**src/rtl/opb_sw_reg_sequencer.sv**
```systemverilog
// -----------------------------------------------------------------------------
// opb_sw_reg_sequencer
//
// OPB slave that fronts a bank of PPC software registers for one firmware
// block. Word offsets 0..N_WR-1 are PPC-writable control registers; offsets
// N_WR..N_WR+N_RD-1 are fabric status registers. Each status read goes
// through a cap_req/cap_ack handshake, so the value returned is an atomic
// snapshot. Every output is registered.
//
// Ports
//   OPB_Clk, OPB_Rst      clock, synchronous active-high reset
//   OPB_ABus/BE/DBus/RNW  OPB request (big-endian bit numbering, bit 0 = MSB)
//   OPB_select            transfer request
//   OPB_seqAddr           ignored, every access is single-beat
//   Sl_DBus               read data, zero outside the ack cycle
//   Sl_xferAck/errAck     transfer / error completion
//   Sl_retry              tied low
//   Sl_toutSup            timeout suppress while waiting on the fabric
//   wr_regs, wr_strobe    control registers and per-register write pulse
//   cap_req, cap_idx      capture request and status register index
//   cap_data, cap_ack     fabric snapshot and its acknowledge
//   err_sticky            set on any error completion, cleared by reset
// -----------------------------------------------------------------------------
module opb_sw_reg_sequencer #(
    parameter logic [31:0] C_BASEADDR   = 32'h0110_0000,
    parameter logic [31:0] C_HIGHADDR   = 32'h0110_00FF,
    parameter int          C_OPB_AWIDTH = 32,
    parameter int          C_OPB_DWIDTH = 32,
    parameter int          N_WR         = 4,
    parameter int          N_RD         = 4,
    parameter int          CAP_TIMEOUT  = 16
) (
    input  logic               OPB_Clk,
    input  logic               OPB_Rst,
    input  logic [0:31]        OPB_ABus,
    input  logic [0:3]         OPB_BE,
    input  logic [0:31]        OPB_DBus,
    input  logic               OPB_RNW,
    input  logic               OPB_select,
    input  logic               OPB_seqAddr,
    output logic [0:31]        Sl_DBus,
    output logic               Sl_errAck,
    output logic               Sl_retry,
    output logic               Sl_toutSup,
    output logic               Sl_xferAck,
    output logic [N_WR*32-1:0] wr_regs,
    output logic [N_WR-1:0]    wr_strobe,
    output logic               cap_req,
    output logic [7:0]         cap_idx,
    input  logic [31:0]        cap_data,
    input  logic               cap_ack,
    output logic               err_sticky
);

    typedef enum logic [1:0] {
        S_IDLE,
        S_CAPTURE,
        S_ACK,
        S_HOLD
    } state_t;

    state_t              state_q, state_d;
    logic [7:0]          cnt_q, cnt_d;
    logic [N_WR*32-1:0]  wr_regs_q, wr_regs_d;
    logic [N_WR-1:0]     wr_strobe_q, wr_strobe_d;
    logic                cap_req_q, cap_req_d;
    logic [7:0]          cap_idx_q, cap_idx_d;
    logic                tout_sup_q, tout_sup_d;
    logic [31:0]         sl_dbus_q, sl_dbus_d;
    logic                xfer_ack_q, xfer_ack_d;
    logic                err_ack_q, err_ack_d;
    logic                err_sticky_q, err_sticky_d;

    // Bus fields re-expressed in descending numeric order: BE[0] ends up on
    // be[3] and gates the most significant byte.
    logic [31:0] abus;
    logic [31:0] dbus;
    logic [3:0]  be;
    logic        hit;
    logic [31:0] addr_diff;
    logic [31:0] word_off;

    assign abus      = OPB_ABus;
    assign dbus      = OPB_DBus;
    assign be        = OPB_BE;
    assign hit       = OPB_select && (abus >= C_BASEADDR) && (abus <= C_HIGHADDR);
    assign addr_diff = abus - C_BASEADDR;
    assign word_off  = addr_diff >> 2;

    logic unused_ok;
    assign unused_ok = ^{OPB_seqAddr, C_OPB_AWIDTH[0], C_OPB_DWIDTH[0]};

    always_comb begin
        state_d      = state_q;
        cnt_d        = cnt_q;
        wr_regs_d    = wr_regs_q;
        wr_strobe_d  = '0;
        cap_req_d    = cap_req_q;
        cap_idx_d    = cap_idx_q;
        tout_sup_d   = tout_sup_q;
        sl_dbus_d    = '0;
        xfer_ack_d   = 1'b0;
        err_ack_d    = 1'b0;

        case (state_q)
            S_IDLE: begin
                if (hit) begin
                    if (word_off < 32'(N_WR)) begin
                        state_d    = S_ACK;
                        xfer_ack_d = 1'b1;
                        for (int unsigned k = 0; k < N_WR; k++) begin
                            if (word_off == 32'(k)) begin
                                if (OPB_RNW) begin
                                    sl_dbus_d = wr_regs_q[k*32 +: 32];
                                end else begin
                                    wr_strobe_d[k] = 1'b1;
                                    for (int unsigned b = 0; b < 4; b++) begin
                                        if (be[b]) begin
                                            wr_regs_d[k*32 + b*8 +: 8] = dbus[b*8 +: 8];
                                        end
                                    end
                                end
                            end
                        end
                    end else if ((word_off < 32'(N_WR + N_RD)) && OPB_RNW) begin
                        state_d    = S_CAPTURE;
                        cap_req_d  = 1'b1;
                        tout_sup_d = 1'b1;
                        cap_idx_d  = 8'(word_off - 32'(N_WR));
                        cnt_d      = '0;
                    end else begin
                        // Status-register write or unmapped offset inside the window.
                        state_d    = S_ACK;
                        xfer_ack_d = 1'b1;
                        err_ack_d  = 1'b1;
                    end
                end
            end

            S_CAPTURE: begin
                // Master abort wins over a coincident cap_ack; ack wins over timeout.
                if (!OPB_select) begin
                    state_d    = S_IDLE;
                    cap_req_d  = 1'b0;
                    tout_sup_d = 1'b0;
                end else if (cap_ack) begin
                    state_d    = S_ACK;
                    cap_req_d  = 1'b0;
                    tout_sup_d = 1'b0;
                    xfer_ack_d = 1'b1;
                    sl_dbus_d  = cap_data;
                end else if (cnt_q == 8'(CAP_TIMEOUT - 1)) begin
                    state_d    = S_ACK;
                    cap_req_d  = 1'b0;
                    tout_sup_d = 1'b0;
                    xfer_ack_d = 1'b1;
                    err_ack_d  = 1'b1;
                end else begin
                    cnt_d = cnt_q + 8'd1;
                end
            end

            S_ACK: begin
                state_d = S_HOLD;
            end

            S_HOLD: begin
                if (!OPB_select) begin
                    state_d = S_IDLE;
                end
            end

            default: begin
                state_d = S_IDLE;
            end
        endcase

        err_sticky_d = err_sticky_q | err_ack_d;
    end

    always_ff @(posedge OPB_Clk) begin
        if (OPB_Rst) begin
            state_q      <= S_IDLE;
            cnt_q        <= '0;
            wr_regs_q    <= '0;
            wr_strobe_q  <= '0;
            cap_req_q    <= 1'b0;
            cap_idx_q    <= '0;
            tout_sup_q   <= 1'b0;
            sl_dbus_q    <= '0;
            xfer_ack_q   <= 1'b0;
            err_ack_q    <= 1'b0;
            err_sticky_q <= 1'b0;
        end else begin
            state_q      <= state_d;
            cnt_q        <= cnt_d;
            wr_regs_q    <= wr_regs_d;
            wr_strobe_q  <= wr_strobe_d;
            cap_req_q    <= cap_req_d;
            cap_idx_q    <= cap_idx_d;
            tout_sup_q   <= tout_sup_d;
            sl_dbus_q    <= sl_dbus_d;
            xfer_ack_q   <= xfer_ack_d;
            err_ack_q    <= err_ack_d;
            err_sticky_q <= err_sticky_d;
        end
    end

    assign Sl_DBus    = sl_dbus_q;
    assign Sl_errAck  = err_ack_q;
    assign Sl_retry   = 1'b0;
    assign Sl_toutSup = tout_sup_q;
    assign Sl_xferAck = xfer_ack_q;
    assign wr_regs    = wr_regs_q;
    assign wr_strobe  = wr_strobe_q;
    assign cap_req    = cap_req_q;
    assign cap_idx    = cap_idx_q;
    assign err_sticky = err_sticky_q;

endmodule
```
**config.mk**
```make
export PLATFORM = sky130hd
export DESIGN_NAME = opb_sw_reg_sequencer
export DESIGN_NICKNAME = d
export VERILOG_FILES = /design/src/rtl/opb_sw_reg_sequencer.sv
export SDC_FILE = /design/constraint.sdc
export NUM_CORES = 1
export LEC_CHECK = 0
export ABC_CLOCK_PERIOD_IN_PS = 2400
export CORE_ASPECT_RATIO = 1.75
export CORE_MARGIN = 5
export CORE_UTILIZATION = 29
export CTS_BUF_LIST = sky130_fd_sc_hd__clkbuf_8
export DETAILED_ROUTE_END_ITERATION = 10
export HOLD_SLACK_MARGIN = 0.06
export PLACE_DENSITY_LB_ADDON = 0.15
export SETUP_SLACK_MARGIN = 0.2
export SYNTH_ARGS = -nofsm -noshare
export SYNTH_HDL_FRONTEND = slang
export SYNTH_SLANG_ARGS = --single-unit
```
**constraint.sdc**
```tcl
create_clock -name OPB_Clk -period 2.4 [get_ports OPB_Clk]
set_input_delay 0.72 -clock OPB_Clk [delete_from_list [all_inputs] [get_ports OPB_Clk]]
set_output_delay 0.72 -clock OPB_Clk [all_outputs]
set_load 0.02 [all_outputs]
```
Word-level counts from Yosys, hierarchy flattened
Cells that the tools add are included.

storage, ports and cells
  logic and storage cells = 137
  output and inout port bits = 178
  memories kept = 0
  register bits after elaboration = 186
  memory bits (writable) = 0
  memory bits (read-only) = 0
  input port bits = 106
  latch bits = 0

operators by class
  shift-type cells = 0
  divide/modulo/power cells = 0
  add/sub/neg operators = 3
  magnitude comparators = 4
  bitwise gates (word level) = 9
  $mul = 0
  reductions and logical operators = 30
  muxes and demuxes = 48
  eq/ne operators = 15

operators by type and width
  cell                    number
  $mux 32                 12
  $reduce_and 6->1        16
  $pmux 32 s2             1
  $eq 30x2->1 const B     2
  $mux 8                  6
  $ge 32x25->1 const B    1
  $le 32x25->1 const B    1
  $logic_not 32->1        1
  $sub 32x25->32 const B  1
  $eq 30x1->1 const B     1
  $lt 30x3->1 const B     1
  $lt 30x4->1 const B     1
  $reduce_or 5->1         4
  $mux 1                  17
  $pmux 8 s2              1
  $mux 2                  7
  $ne 2x2->1 const B      7
  $add 8x1->8 const B     1
  $eq 8x4->1 const B      1
  $not 1->1               8
  $pmux 2 s4              1
  $sub 8x3->8 const B     1
  $reduce_and 7->1        1
  $pmux 1 s2              3
  other kinds (10)        13

Longest topological paths before layout
Gate-level depths: netlist of the first run.

  word-level depth = 12
  mapped depth = 9

Least setup slack after synthesis of the first run
OpenSTA, ideal clock, no wires.

  path kind = input-to-reg
  start = input port OPB_ABus[26] in the netlist's numbering
  end = register wr_regs_q[31], in the netlist wr_regs[31]
  path slack = -0.179 ns
  arrival time = 2.452 ns
  cell stages on the path = 9
  data required time = 2.272 ns
  setup time = 0.128 ns
  cell sequence = inv_1 > ha_1 > and3b_1 > nand4_2 > buf_6 > or4_1 > buf_4 > mux2i_1 > nor2_1

on the way
  cells in the longest elaborated chain, start to end = 4
  elaborated cells between the ends (all ways) = 8
  those cells by class = 1 x add/sub; 3 x order compare; 4 x reduce/logical

RTL lines
  what                                                                    RTL line  source
  start: declaration                                                      35        input logic [0:31] OPB_ABus,
  parallel branches: the longest is 3 deep, another holds $sub 32x25->32  -
  $reduce_and 6->1 (no line) (*)                                          -
  end signal: assignment                                                  197       wr_regs_q <= wr_regs_d;
  end: declaration                                                        64        logic [N_WR*32-1:0] wr_regs_q, wr_regs_d;

Mark *: on every way between the ends.
A chain may end at the register's enable or synchronous reset.

Final worst setup path of the first run
  start = input port OPB_ABus[10] in the netlist's numbering
  end = register wr_regs_q[54], in the netlist wr_regs[54]

Same word-level chain as after synthesis.

==> out/qor.csv, run 1 <==
metric,value,unit
cts_max_level,4,
clk_pin_slew,100,ps
cp_top_family,simple AND/OR/NAND/NOR gates,
dp_hpwl,21800,um
antenna_found_initial,2,
p_sw_share,24.2,%
place_area,11900,um^2
die-area,31300,um^2
area_growth,62.1,%
cp_max_fo,8,
met3_usage,4.97,%
peakVddDrop,0.393,mV
critPathRequiredTime,2760,ps
slew_headroom,55.4,%
status,"finished, final reports clean",
viasPerCell,4.82,
syn-num-nets,934,
seq_area_frac_synth,46.4,%
drive_gt1_share,23.9,%
p_clk_share,38.6,%
grt_max_degree,142,
cts-root-buf,clkbuf_8,
start_kind,primary input,
synth_edf_count,0,
numCtsBuffers,17,
start_util,29.4,%
synth_area,8030,um^2
period_minus_slack,2260,ps
wl_per_cell,19.6,um
top_usage_layer,met2,
pre_cts_ws,-729,ps
drt_iter0_drc,369,
grt_use_met1,19.8,%
path_buf_inv,5,
async_flop_share,0,%
core-area,27300,um^2
remaining_drc_errors,0,
slowest_stage,or4_4,
die_h,230,um
p_leak,0.00627,uW
antenna_left,0,
max_clock_freq,442,MHz
cts_tree,yes,
design_area,13000,um^2
cts.sinks,186,
yosys_warnings,0,
power.switching,1400,uW
fin_nets,1301,
holdCritPathClass,reg2reg,
power_frac_seq,53.3,%
grt_pass1_wl,46600,um
slowest_delay,530,ps
port_buffers,279,
place.gp.congestion,0.775,
path_common_cell,buf_6,
power,5780,uW
cts_buffer_depth,2,
crit_path_cell_trace,buf_6 > nor4_4 > buf_6 > buf_6 > nand4_4 > clkbuf_16 > or4_4 > buf_12 > mux2i_1 > nor2_1,
grt_pass1_vias,8011,
num_rows,80,
drt-total-wl,30900,um
hold_viol,0,
die_w,136,um
end_kind,register,
setup_viol_count_final,0,
tns,0,ps
firstDrtPassIters,4,
grt_use_total,19.5,%
cts_hold_buf,0,
vias,7585,
drv_slew,0,
clock_latency,490,ps
ys_seq_elements,186,
grt_util_met2,37.4,%
synthCells,825,
critPathKind,in2reg,
ys_types,49,
fin_worst_skew,10.5,ps
power.density,444,nW/um^2
post_synth.cell_area_avg,9.74,um^2
whs,469,ps
synth_flop_cell,dfxtp_1,
fin_crit_sh,94.4,%
comb_power_share,8.1,%
arrival,2630,ps
setup_ws,135,ps
overflow,0,
tightest_slew,669,ps
rsz0062_at_grt,true,
internal_power,4380,uW
io_pins,284,
cap_violations,0,
-- layer usage --
metal | up-vias | share of wire [%] | wire length (um)
met5 | - | 0 | 0
met3 | 40 | 4.7 | 1470
li1 | 3690 | - | -
met1 | 3662 | 37 | 11300
met4 | 0 | 2.6 | 795
met2 | 193 | 56 | 17300
-- placed cells by master (no fill, tap or decap), drive strengths merged, types with 2 or more instances in the layout --
| master | count |
|---|---|
| nand2 | 41 |
| and2 | 5 |
| dfxtp | 186 |
| a21o | 2 |
| nand4 | 23 |
| o21a | 8 |
| mux2 | 32 |
| a21oi | 11 |
| dlygate4sd2 | 164 |
| clkbuf | 23 |
| dlymetal6s2s | 7 |
| ha | 3 |
| clkinvlp | 3 |
| clkinv | 2 |
| o22ai | 32 |
| o31ai | 39 |
| or4 | 16 |
| a211oi | 4 |
| nand3b | 2 |
| buf | 140 |
| nor4 | 16 |
| and3 | 3 |
| nor3 | 10 |
| nor3b | 5 |
| inv | 6 |
| mux2i | 130 |
| o31a | 2 |
| clkdlybuf4s50 | 85 |
| nand3 | 8 |
| bufinv | 2 |
| nor2b | 2 |
| nor2 | 170 |
| clkdlybuf4s15 | 8 |
-- worst register-to-register path: stages, from the launching register on --
cell,delay (ps)
dfxtp_2,350
ha_1,230
and3_2,260
a211oi_2,190
buf_4,140
o21ba_4,170
buf_4,160
buf_4,140
o31ai_1,260
a21oi_1,110
-- metrics by stage --
step,std cells,util [%]
6_report,1574,47.6
5_1_grt,1574,47.6
4_1_cts,1570,46.5
3_5_place_dp,1500,43.7
3_3_place_gp,1500,43.7
2_1_floorplan,825,-
-- cell usage after synthesis, drive strengths merged (10+ instances only) --
master,number,area [um^2]
a21oi,11,55.1
buf,17,113
clkbuf,42,158
dfxtp,186,3720
mux2,32,360
mux2i,130,1300
nand2,41,154
nand4,22,159
nor2,170,638
nor3,10,55.1
nor4,16,263
o22ai,32,200
o31ai,39,293
or4,16,120
-- cell type report --
cell class,count,area (um^2)
clock buffers,22,303
flip-flops and latches,186,3720
repair buffers,405,3960
well taps,369,462
fillers,2697,14300
inverters,4,17.5
clock inverters,9,113
multi-input cells,578,4440
diodes,1,2.50
-- what timing repair did --
action | CTS | global route
cloned | 4 | 0
resized for setup | 281 | 77
endpoints found under the setup margin | 340 | 172
setup buffers | 35 | 3
pin swaps | 21 | 24
-- state kept, by name, indices dropped and copies added, names as in the netlist, 2 cells and up --
signal	cells
Sl_DBus	32
cap_idx	8
cnt_q	8
state_q	2
wr_regs	128
wr_strobe	4
-- logic make-up after synthesis --
kind of cell	share of synthesized area, %
simple gates	20.2
flops	46.4
mux	20.7
compound gates	8.54
buf+inv	3.55
fa+ha+maj	0.467
other cells	0.0467
xor+xnor	0.109
-- power groups by stage --
stage	sequential, uW	clock, uW	combinational [uW]
after CTS	3080	2320	461
final	3080	2230	467
after global placement	3160	0	440
after detailed placement	3160	0	441
after global routing	3080	2430	498
after floorplan	3160	0	134
-- path summary, 6_finish.rpt --
kind | depth (start not counted) | slack (ps) | to | from
setup / recovery | 10 | 140 | wr_regs[54] | OPB_ABus[10]
hold / removal | 1 | 470 | err_sticky | err_sticky
setup reg to reg | 9 | 260 | cnt_q[7] | cnt_q[0]
hold reg to reg | 1 | 470 | err_sticky | err_sticky
Note: power is estimated with default switching activity, not from simulation.
==> inputs of run 2 (changes only) <==
- CELL_PAD_IN_SITES_DETAIL_PLACEMENT: unset -> 1
- CELL_PAD_IN_SITES_GLOBAL_PLACEMENT: unset -> 2
- CORE_UTILIZATION: 29 -> 25
==> run 2 against run 1 <==
- critical path depth unchanged
- first-iteration DRC count down 32%
- non-clock buffer count down 1
- clock skew up 2.4 ps
- global-route usage down 0.97 points
- wire length up 13%
- combinational power down 1%
- register-to-register slack about the same
- clock power about the same
- sequential power about the same
- die area up 15%
- critical path type unchanged
- largest cell class unchanged
- highest routed layer unchanged
==> out/qor.csv, run 2 (synthesis gave the netlist of run 1 again) <==
metric,value,unit,change
status,"finished, final reports clean",,
grt_use_total,18.6,%,-0.97 points
die-area,36000,um^2,+15%
comb_power_share,8.0,%,about the same
multi_input_area,4460,um^2,+0.48%
whs,461,ps,-8.01 ps
num_rows,87,,+8.8%
drive_gt1_share,24.5,%,+0.54 points
start_util,25.1,%,-4.3 points
wl_per_cell,21.8,um,+11%
p_clk_share,38.6,%,about the same
cp_top_family,simple AND/OR/NAND/NOR gates,,
vias,7736,,+2.0%
firstDrtPassIters,4,,unchanged
largest_reg_flops,128,,unchanged
remaining_drc_errors,0,,unchanged
final_cell_mix,"dfxtp_1, dlygate4sd2_1, nor2_1",,
cp_max_fo,5,,-3
critPathRequiredTime,2800,ps,+40 ps
drv_slew,0,,unchanged
antenna_found_initial,2,,unchanged
arrival,2700,ps,+70 ps
core-area,32000,um^2,+17%
hp-start,err_sticky,,
reg2reg_from,state_q[1],,
tightest_slew,967,ps,+298 ps
hold_end,err_sticky,,
viasPerCell,4.82,,about the same
dp_hpwl,24400,um,+12%
grt_pass1_wl,51100,um,+9.7%
peakVddDrop,0.352,mV,-10%
place_area,11900,um^2,about the same
period_minus_slack,2300,ps,+36.2 ps
crit_path_cell_trace,buf_6 > nor4_4 > nand4_1 > buf_6 > buf_6 > or4b_4 > buf_6 > clkbuf_16 > nor2_4 > o31ai_2,,
seq_area,3720,um^2,unchanged
path_buf_inv,5,,unchanged
cts_tree,yes,,
cts-root-buf,clkbuf_8,,
io_pins,284,,unchanged
layout_commonest_cell,dfxtp_1,,
reg2regPathDepth,8,,-1
max_clock_freq,435,MHz,-1.6%
antenna_left,0,,unchanged
drt_iter0_drc,251,,-32%
clock_latency,500,ps,about the same
regToRegSetupSlack,270,ps,about the same
grt_pass1_vias,8149,,+1.7%
r2r_end,wr_regs[51],,
cap_violations,0,,unchanged
cts_max_level,4,,unchanged
power_frac_seq,53.4,%,about the same
grt_max_degree,89,,-37%
hold_viol,0,,unchanged
path_common_cell,buf_6,,
drt-total-wl,35000,um,+13%
clk_pin_slew,100,ps,about the same
slowest_stage,or4b_4,,
design_area,13100,um^2,+0.38%
hold-path-cell-count,1,,unchanged
overflow,0,,unchanged
die_w,145,um,+7.1%
slowest_delay,580,ps,+50 ps
p_sw_share,25.2,%,+1.0 points
internal_power,4320,uW,-1.5%
rsz0062_at_grt,true,,
place.gp.congestion,0.784,,+1.1%
setup_viol_count_final,0,,unchanged
cts_buffer_depth,2,,unchanged
fin_nets,1300,,-0.077%
stdcell_count,1604,,+1.9%
area_growth,62.7,%,
power.density,442,nW/um^2,-0.51%
critPathKind,in2reg,,
end_kind,register,,
fillers,3644,,+35%
port_buffers,279,,unchanged
start_kind,primary input,,
dp.cells,1532,,+2.1%
die_h,247,um,+7.4%
tns,0,ps,unchanged
fin_crit_sh,95.9,%,+1.5 points
fin_worst_skew,12.9,ps,+2.41 ps
numCtsBuffers,17,,unchanged
cts.sinks,186,,unchanged
slew_headroom,35.6,%,-20 points
holdCritPathClass,reg2reg,,
power.switching,1460,uW,+4.2%
p_leak,0.00624,uW,-0.49%
## run 2: worst max-delay path by stage
stage           startpoint            to  slack (ps)  cells past startpoint
6_report       OPB_ABus[5]    Sl_DBus[0]         100                     10
5_1_grt        OPB_ABus[5]  wr_regs[109]          80                     10
4_1_cts        OPB_ABus[6]   wr_regs[15]         180                      9
3_5_place_dp   OPB_ABus[3]   wr_regs[23]        -760                      9
3_3_place_gp   OPB_ABus[3]   wr_regs[49]        -730                      9
2_1_floorplan  OPB_ABus[3]  wr_regs[100]         -90                      6
## run 2: repair_timing
action	4_1_cts	5_1_grt
setup buffers	23	7
gates resized for setup	328	84
pin swaps	30	28
endpoints found under the setup margin	359	170
gates cloned	7	3
hold buffers	0	0
## run 2: power by group through the flow
| stage | Sequential, uW | Clock, uW | Combinational, uW |
|---|---|---|---|
| after global placement | 3160 | 0 | 441 |
| after floorplan | 3160 | 0 | 134 |
| after detailed placement | 3160 | 0 | 442 |
| after CTS | 3080 | 2350 | 454 |
| after global routing | 3080 | 2440 | 489 |
| final | 3080 | 2230 | 461 |
## run 2: area by class of cell
| type | instances | area share (%) |
|---|---|---|
| antenna | 2 | 0.0383 |
| clock buffer | 20 | 2.11 |
| clock inverter | 10 | 0.900 |
| inverter | 4 | 0.134 |
| multi-input combinational | 578 | 34.1 |
| sequential | 186 | 28.5 |
| tap | 400 | 3.83 |
| timing repair buffer | 404 | 30.4 |
## run 2: stage by stage
step	setup slack, ps	total power, uW	util (%)
CTS	177	5880	39.6
detailed placement	-761	3600	37.3
global placement	-727	3600	37.3
finish	99.2	5780	40.8
floorplan	-91.3	3290	-
global route	81.3	6020	40.8
## run 2: routing by layer
metal / wire, um / GRT usage, % / vias to the layer above
met2: 19800 / 36.1 / 202
li1: - / - / 3678
met3: 1310 / 3.81 / 49
met1: 12800 / 19.2 / 3807
met5: 0 / 0 / -
met4: 1060 / 7.44 / 0
==> inputs of run 3 (changes only) <==
- CORE_MARGIN: 5 -> unset
- GPL_ROUTABILITY_DRIVEN: unset -> 0
==> run 3 against run 2 <==
- die area decreased by 8.6%
- first-iteration DRC count decreased by 33%
- worst setup slack improved by 6.6 ps
- highest routed layer unchanged
- clock power decreased by 6%
==> out/qor.csv, run 3 (synthesis gave the netlist of run 1 again) <==
metric,value,unit,change
status,"finished, final reports clean",,
vias,7599,,-1.8%
reg2regPathDepth,6,,-2
p_leak,0.00621,uW,-0.53%
cts-root-buf,clkbuf_8,,
firstDrtPassIters,4,,unchanged
cap_violations,0,,unchanged
largest_reg_flops,128,,unchanged
final_cell_mix,"dfxtp_1, dlygate4sd2_1, nor2_1",,
layout_commonest_cell,dfxtp_1,,
period_minus_slack,2290,ps,-6.57 ps
slowest_delay,470,ps,-110 ps
die-area,32900,um^2,-8.6%
whs,461,ps,-0.268 ps
area_growth,58.1,%,
core-area,31500,um^2,-1.5%
setup_ws,106,ps,+6.57 ps
dp_hpwl,23100,um,-5.2%
io_pins,284,,unchanged
cp-startpoint,OPB_ABus[17],,
die_h,239,um,-3.2%
cts.sinks,186,,unchanged
overflow,0,,unchanged
die_w,137,um,-5.5%
cp_top_family,simple AND/OR/NAND/NOR gates,,
grt_pass1_wl,47900,um,-6.3%
path_depth,10,,unchanged
power.density,443,nW/um^2,+0.30%
fin_crit_sh,95.6,%,-0.27 points
crit_path_cell_trace,buf_6 > nor4_4 > buf_4 > nand4_4 > buf_4 > buf_6 > o31a_4 > buf_6 > or4_1 > a21oi_1,,
cts_buffer_depth,2,,unchanged
cp-endpoint,cnt_q[6],,
critPathKind,in2reg,,
tns,0,ps,unchanged
max_clock_freq,436,MHz,+0.29%
clk_pin_slew,100,ps,about the same
drv_slew,0,,unchanged
remaining_drc_errors,0,,unchanged
rsz0062_at_grt,true,,
antenna_found_initial,3,,+1
antenna_left,0,,unchanged
cts_hold_buf,0,,unchanged
holdCritPathClass,reg2reg,,
grt_max_degree,81,,-9.0%
setup_viol_count_final,0,,unchanged
drt-total-wl,32700,um,-6.3%
peakVddDrop,0.352,mV,about the same
clock_latency,500,ps,about the same
start_kind,primary input,,
cts_tree,yes,,
drive_gt1_share,21.5,%,-3.0 points
num_rows,86,,-1.1%
start_util,25.5,%,+0.38 points
path_buf_inv,5,,unchanged
tightest_slew,889,ps,-77.7 ps
critPathRequiredTime,2840,ps,+40 ps
viasPerCell,4.77,,-1.2%
numCtsBuffers,17,,unchanged
path_common_cell,buf_6,,
drt_iter0_drc,168,,-33%
fin_nets,1291,,-0.69%
fillers,3619,,-0.69%
cp_max_fo,7,,+2
stdcell_count,1594,,-0.62%
slowest_stage,or4_1,,
end_kind,register,,
regToRegSetupSlack,340,ps,+70 ps
grt_pass1_vias,8036,,-1.4%
pre_cts_ws,-798,ps,-36.9 ps
arrival,2730,ps,+30 ps
multi_input_area,4260,um^2,-4.4%
r2r_end,cnt_q[5],,
wl_per_cell,20.5,um,-5.7%
reg2reg_from,cnt_q[0],,
seq_area,3720,um^2,about the same
dp.cells,1531,,-0.065%
hold_viol,0,,unchanged
port_buffers,279,,unchanged
slew_headroom,40.7,%,+5.2 points
grt_use_total,19.9,%,+1.3 points
fin_worst_skew,12.6,ps,-0.337 ps
cts_max_level,4,,unchanged
## run 3: changes by cell type in the layout (fill, tap and decap cells not counted), sizes merged, moves of 2 or more
cell           previous run  this run
buf                     141       131
clkbuf                   25        21
clkdlybuf4s15             7         5
clkdlybuf4s50            70        76
clkinv                    2         6
dlygate4sd2             179       172
dlymetal6s2s              2         8
## run 3: timing repair
action	in CTS	in global routing
buffers inserted	18	4
gates cloned	3	3
resized for setup	288	41
pin swaps	25	26
setup endpoints to repair	348	176
## run 3: how the worst min path moves through the flow
stage / startpoint / depth (start not counted) / to / slack (ps)
floorplan: cnt_q[7] / 2 / cnt_q[7] / 450
global placement: cap_idx[6] / 1 / cap_idx[6] / 450
detailed placement: err_sticky / 1 / err_sticky / 450
CTS: OPB_Rst / 2 / Sl_toutSup / 420
global route: OPB_Rst / 2 / Sl_toutSup / 440
finish: cap_idx[4] / 1 / cap_idx[4] / 460
## run 3: final cells by class
| type | count | share of cell area [%] |
|---|---|---|
| Antenna cell | 3 | 0.0591 |
| Clock inverter | 14 | 0.946 |
| Multi-Input combinational cell | 578 | 33.6 |
| Tap cell | 396 | 3.90 |
| Timing Repair Buffer | 395 | 30.1 |
| Clock buffer | 18 | 1.95 |
| Sequential cell | 186 | 29.3 |
| Inverter | 4 | 0.138 |
## run 3: routing by layer
metal  routed length (um)  global-route usage [%]  vias up
li1                     -                       -     3668
met1                12000                    20.0     3724
met2                18800                    38.8      175
met3                 1300                    4.16       32
met4                  696                    7.43        0
met5                    0                       0        -
## run 3: power breakdown
part	internal [uW]	switching, uW	total (uW)
clock	853	1240	2100
sequential	3080	0.00000517	3080
combinational	223	224	448
total	4160	1470	5630
## run 3: through the flow
stage | power (uW) | util (%) | cell area, um^2
after floorplan | 3290 | - | 8190
after global placement | 3600 | 38.0 | 12000
after detailed placement | 3600 | 38.0 | 12000
after CTS | 5740 | 39.7 | 12500
after global routing | 5870 | 40.3 | 12700
final | 5630 | 40.3 | 12700
